### src/rtl/gray_counter_nbits_if.sv
// Control and data bundle for the up/down Gray counter.
// The master drives the operation controls; the slave returns the registered count.
interface gray_counter_nbits_if #(
    parameter int WIDTH = 4
);
    logic             EN;
    logic             up;
    logic             load;
    logic             gray_n;
    logic [WIDTH-1:0] Din;
    logic [WIDTH-1:0] Dout;
    logic [WIDTH-1:0] Bout;
    logic             valid;
    logic             wrap;

    modport master (
        output EN, up, load, gray_n, Din,
        input  Dout, Bout, valid, wrap
    );

    modport slave (
        input  EN, up, load, gray_n, Din,
        output Dout, Bout, valid, wrap
    );
endinterface

### src/rtl/gray_counter_nbits.sv
// Loadable up/down counter with registered binary and Gray outputs.
// The Gray output has its own flops, so no input reaches an output combinationally.
module gray_counter_nbits #(
    parameter int WIDTH = 4,
    parameter int INIT  = 0
) (
    input  logic                 clk,
    input  logic                 rst_n,
    gray_counter_nbits_if.slave  bus
);
    localparam logic [WIDTH-1:0] INIT_B = WIDTH'(INIT);
    localparam logic [WIDTH-1:0] INIT_G = INIT_B ^ (INIT_B >> 1);

    logic [WIDTH-1:0] cnt;
    logic [WIDTH-1:0] gray;
    logic             valid_q;
    logic             wrap_q;
    logic [WIDTH-1:0] load_val;
    logic [WIDTH-1:0] nxt;
    logic             nxt_wrap;

    // Load value: Gray input decoded by a running XOR from the MSB down
    always_comb begin
        load_val = bus.Din;
        if (bus.gray_n) begin
            load_val[WIDTH-1] = bus.Din[WIDTH-1];
            for (int i = WIDTH - 2; i >= 0; i--) begin
                load_val[i] = load_val[i+1] ^ bus.Din[i];
            end
        end
    end

    // Next binary count and wrap flag for this edge
    always_comb begin
        nxt      = cnt;
        nxt_wrap = 1'b0;
        if (bus.load) begin
            nxt = load_val;
        end else if (bus.up) begin
            nxt      = cnt + 1'b1;
            nxt_wrap = &cnt;
        end else begin
            nxt      = cnt - 1'b1;
            nxt_wrap = ~|cnt;
        end
    end

    // Count state and registered outputs
    always_ff @(posedge clk or negedge rst_n) begin
        if (!rst_n) begin
            cnt     <= INIT_B;
            gray    <= INIT_G;
            valid_q <= 1'b0;
            wrap_q  <= 1'b0;
        end else if (bus.EN) begin
            cnt     <= nxt;
            gray    <= nxt ^ (nxt >> 1);
            valid_q <= 1'b1;
            wrap_q  <= nxt_wrap;
        end else begin
            valid_q <= 1'b0;
            wrap_q  <= 1'b0;
        end
    end

    assign bus.Bout  = cnt;
    assign bus.Dout  = gray;
    assign bus.valid = valid_q;
    assign bus.wrap  = wrap_q;
endmodule

### src/flat_wrapper.sv
// flat-port wrapper written by rule: the top's interface ports become plain ports
module gray_counter_nbits_flat 
#(
    parameter int WIDTH = 4,
    parameter int INIT  = 0
)
  (clk, rst_n, bus_EN, bus_up, bus_load, bus_gray_n, bus_Din, bus_Dout, bus_Bout, bus_valid, bus_wrap);
  gray_counter_nbits_if #(.WIDTH(WIDTH)) bus_i ();
  input  logic clk;
  input  logic rst_n;
  input wire logic [$bits(bus_i.EN)-1:0] bus_EN;
  input wire logic [$bits(bus_i.up)-1:0] bus_up;
  input wire logic [$bits(bus_i.load)-1:0] bus_load;
  input wire logic [$bits(bus_i.gray_n)-1:0] bus_gray_n;
  input wire logic [$bits(bus_i.Din)-1:0] bus_Din;
  output wire logic [$bits(bus_i.Dout)-1:0] bus_Dout;
  output wire logic [$bits(bus_i.Bout)-1:0] bus_Bout;
  output wire logic [$bits(bus_i.valid)-1:0] bus_valid;
  output wire logic [$bits(bus_i.wrap)-1:0] bus_wrap;
  assign bus_i.EN = bus_EN;
  assign bus_i.up = bus_up;
  assign bus_i.load = bus_load;
  assign bus_i.gray_n = bus_gray_n;
  assign bus_i.Din = bus_Din;
  assign bus_Dout = bus_i.Dout;
  assign bus_Bout = bus_i.Bout;
  assign bus_valid = bus_i.valid;
  assign bus_wrap = bus_i.wrap;
  gray_counter_nbits #(.WIDTH(WIDTH), .INIT(INIT)) u_core (.clk(clk), .rst_n(rst_n), .bus(bus_i));
endmodule
### config.mk
export PLATFORM = sky130hd
export DESIGN_NAME = gray_counter_nbits_flat
export DESIGN_NICKNAME = d
export VERILOG_FILES = /design/src/rtl/gray_counter_nbits_if.sv /design/src/rtl/gray_counter_nbits.sv /design/src/flat_wrapper.sv
export SDC_FILE = /design/constraint.sdc
export NUM_CORES = 1
export LEC_CHECK = 0
export CORE_MARGIN = 2
export CORE_UTILIZATION = 43
export CTS_CLUSTER_DIAMETER = 30
export CTS_CLUSTER_SIZE = 10
export DETAILED_ROUTE_END_ITERATION = 6
export GPL_ROUTABILITY_DRIVEN = 1
export HOLD_SLACK_MARGIN = 0.02
export PLACE_DENSITY = 0.76
export SLEW_MARGIN = 20
export SYNTH_ARGS = -nofsm -noshare
export SYNTH_HDL_FRONTEND = slang
export SYNTH_SLANG_ARGS = --single-unit
### constraint.sdc
create_clock -name clk -period 2 [get_ports clk]
set_input_delay 0.4 -clock clk [delete_from_list [all_inputs] [get_ports clk]]
set_output_delay 0.4 -clock clk [all_outputs]
set_load 0.02 [all_outputs]
==> impl_results.md <==
* Power density cells at about 840 mW/mm²
* Unrepaired setup endpoints after global routing: no
* Count of input and output buffers at 19
* Peak Freq at 534 MHz
* Minimum setup slack in the final design at 0.127 ns
* Crit. Startpoint: u_core.bus.Bout[0]
* Maximum number of pins on one net before global-route repair at 14
* Clock period minus worst slack at 1.87 ns
* Number of slew-limit violations in the final report at 0
* Proportion of layout cells with a drive suffix above 1 at 0.204
* Critical path data required time at 2.14 ns
* Worst-case clock buffer depth at 2
* Global route total overflow at 0
* Maximum VDD drop at 0.487 mV
* Detailed Place HPWL at 1110 µm
* Netlist Area Pre-Place at 616 µm²
* Switching portion of total power at 0.364
* Antenna violations before repair at 0
* Post-layout util at 0.685
* Count of max-cap constraint violations at 0
* Top post-synthesis cells by area: sky130_fd_sc_hd__dfrtp_1 37%, sky130_fd_sc_hd__o21ai_0 4.9%, sky130_fd_sc_hd__nor2_1 4.3%
* Cell type with the largest total area after synthesis: sky130_fd_sc_hd__dfrtp_1
* Outcome: finished clean
* Placement row count at 13
* DRT antenna net count at 0
* Last weighted congestion value of the routability-driven placer at 0.695
* Synthesis-to-finish area growth at 46.5%
* Synth cell types at 30
* Y dimension of the die at 41.8 µm
* Data arrival time of the worst path at slightly above 2 ns
* Register area share after synthesis at 0.366
* Number of hold buffers added after cts at 0
* Clock slew seen by the registers of the worst setup and hold paths at 0.06 ns
* Pint at 479 µW
* Critical Path End Type: register
* Commonest cells after routing, fill and taps aside: 18 x sky130_fd_sc_hd__clkdlybuf4s50_1, 9 x sky130_fd_sc_hd__buf_4, 9 x sky130_fd_sc_hd__dfrtp_1
* Count of final hold-check violations at 0
* Source-to-sink clock delay at the later pin of the worst-skew pair at between 0.2 and 0.3 ns
* Via count of the first global-routing pass at about 600
* Number of nets in the finished design at 107
* Post-placement setup slack at -0.433 ns
* Final setup violation count at 0
* Hold WC Path Type: primary input to async pin
* Switch Pwr at 275 µW
* Leakage at 0.397 nW
* GR Util All Layers at 0.196
* Clk root buf: sky130_fd_sc_hd__clkbuf_4
* Count of inserted antenna diode cells at 0
* Number of warnings issued by yosys at 0
* Share of total power in the clock network at 0.182
* Final std cells w/o fill at 108
* Count of unresolved DRC violations after routing at 0
* Combinational Power Share at 0.490
* Design Area, Final at 902 µm²
* # H-tree levels at 1
* Relative slew slack at 0.734
* Critical setup path kind: register to register
* X dimension of the die at 41.8 µm
* Routed wire per std cell at 14.1 µm
* Sort of element at the start of the critical path: register
* CTS tree: built
* Syn_nets at 77
* WHS at 0.423 ns
* Flop2flop setup slack at 0.13 ns
* Sink Count at 9
* Transition time at the pin with the least slew margin at ~0.4 ns
* Source of the worst register-to-register timing path: u_core.bus.Bout[0]
* Post-synthesis area per instance at 9.62 µm²
* Crit share post-route at 0.937
* I/O pin cnt at 20
* Worst r2r path cells at 7
* Total CTS buffers at 3
* Cell count after placement at a little over 100
* Total Negative Setup Slacks at 0 ns
* Most common library cell in the layout ignoring fill and taps: sky130_fd_sc_hd__clkdlybuf4s50_1
* Area enclosed by the die boundary at around 0.0018 mm²
* Dpl cell area at 851 µm²
* Portion of total power attributed to sequential cells at 0.329
* Synthesized instance count at 64
* First-pass detailed-route iteration total at 3
* WL final at 1520 µm
* Flop and latch count out of synthesis at 9
* Vias after detailed routing at just under 600
* Post-layout power at 753 µW
* Final setup skew at 0.00157 ns
* Initial core utilization at 0.467
* Area of the placeable core at 0.00132 mm²
* Reg-to-reg endpoint: u_core.bus.Dout[2]
* Number of vias per cell after detailed routing at 5.38
* Global-route wire length before repair at 2530 µm
* Fraction of post-synthesis cell area in the top cell type by area at 0.366
* Crit path max fanout at 5
* Count of routing violations after the opening detailed-route iteration at 6
## synth_stat cells
cell type and n:
sky130_fd_sc_hd__dfrtp_1 9, sky130_fd_sc_hd__nor2_1 7, sky130_fd_sc_hd__inv_1 6, sky130_fd_sc_hd__o21ai_0 6, sky130_fd_sc_hd__a21oi_1 5, sky130_fd_sc_hd__xnor2_1 3, sky130_fd_sc_hd__a21o_1 2, sky130_fd_sc_hd__ha_1 2
sky130_fd_sc_hd__mux2i_1 2, sky130_fd_sc_hd__nand2_1 2, sky130_fd_sc_hd__a2111oi_0 1, sky130_fd_sc_hd__a221oi_2 1, sky130_fd_sc_hd__a31oi_1 1, sky130_fd_sc_hd__and3_1 1, sky130_fd_sc_hd__and3_2 1, sky130_fd_sc_hd__buf_4 1
sky130_fd_sc_hd__clkbuf_8 1, sky130_fd_sc_hd__dlymetal6s2s_1 1, sky130_fd_sc_hd__fa_1 1, sky130_fd_sc_hd__mux2_2 1, sky130_fd_sc_hd__nand2b_1 1, sky130_fd_sc_hd__nor2b_1 1, sky130_fd_sc_hd__nor3b_1 1, sky130_fd_sc_hd__o21a_1 1
sky130_fd_sc_hd__o221ai_2 1, sky130_fd_sc_hd__o22ai_1 1, sky130_fd_sc_hd__o32a_1 1, sky130_fd_sc_hd__or2b_2 1, sky130_fd_sc_hd__or4_1 1, sky130_fd_sc_hd__xor2_1 1
## area by class of cell
| cell class | instances | area (µm²) |
|---|---|---|
| clock buffer | 4 | 26.3 |
| fill | 111 | 415 |
| inverter | 6 | 22.5 |
| tap | 15 | 18.8 |
| sequential | 9 | 225 |
| timing repair buffer | 28 | 256 |
| multi-input combinational | 46 | 353 |
## kinds of logic (layout without fill, tap and decap cells)
family                     after synthesis  count (layout)  synth area share
and+or+nand+nor                         16              16             0.136
xor gates and xnor gates                 4               4            0.0569
DFF                                      9               9             0.366
AOI/OAI and AO/OA                       20              20             0.226
buffers and inverters                    9              38            0.0915
muxes                                    3               3            0.0508
adders and majority gates                3               3            0.0732
## power groups by stage
stage	sequential, mW	combinational [mW]	clock, mW
2_1_floorplan	0.290	0.148	0
3_3_place_gp	0.248	0.329	0
3_5_place_dp	0.250	0.341	0
4_1_cts	0.247	0.366	0.144
5_1_grt	0.252	0.398	0.155
6_report	0.248	0.369	0.137
## state kept, by name, indices dropped and copies added, names as in the netlist
register and cells:
u_core.bus.Bout 3, u_core.bus.Dout 4, u_core.bus.wrap 1, u_core.bus.valid 1
## worst max-delay path, stage by stage, from the launching register on
cell and delay (ns):
sky130_fd_sc_hd__dfrtp_1 0.42, sky130_fd_sc_hd__inv_1 0.12, sky130_fd_sc_hd__fa_1 0.44, sky130_fd_sc_hd__xnor2_1 0.14, sky130_fd_sc_hd__o21ai_0 0.25, sky130_fd_sc_hd__buf_4 0.18
sky130_fd_sc_hd__xnor2_1 0.11, sky130_fd_sc_hd__a21oi_1 0.08
## timing repair
item	4_1_cts	5_1_grt
setup endpoints to repair	2	0
buffers inserted	1	0
gates resized for setup	5	0
## worst max path at each step
stage,slack [ns],cells past startpoint,endpoint
final,0.13,7,u_core.bus.Dout[2]
after global routing,0.03,6,u_core.bus.Dout[0]
after CTS,0.13,7,u_core.bus.Dout[2]
after detailed placement,-0.43,8,u_core.bus.Dout[2]
after global placement,-0.27,8,u_core.bus.Dout[2]
after floorplan,0.03,6,u_core.bus.Dout[1]
## routing by layer
layer	share of wire	track usage	routed length, µm
met1	0.43	0.227	647
met2	0.51	0.322	769
met3	0.047	0.0435	71
met4	0.020	0.129	31
met5	0	0	0
No activity file was read; power rests on OpenSTA's default activity.
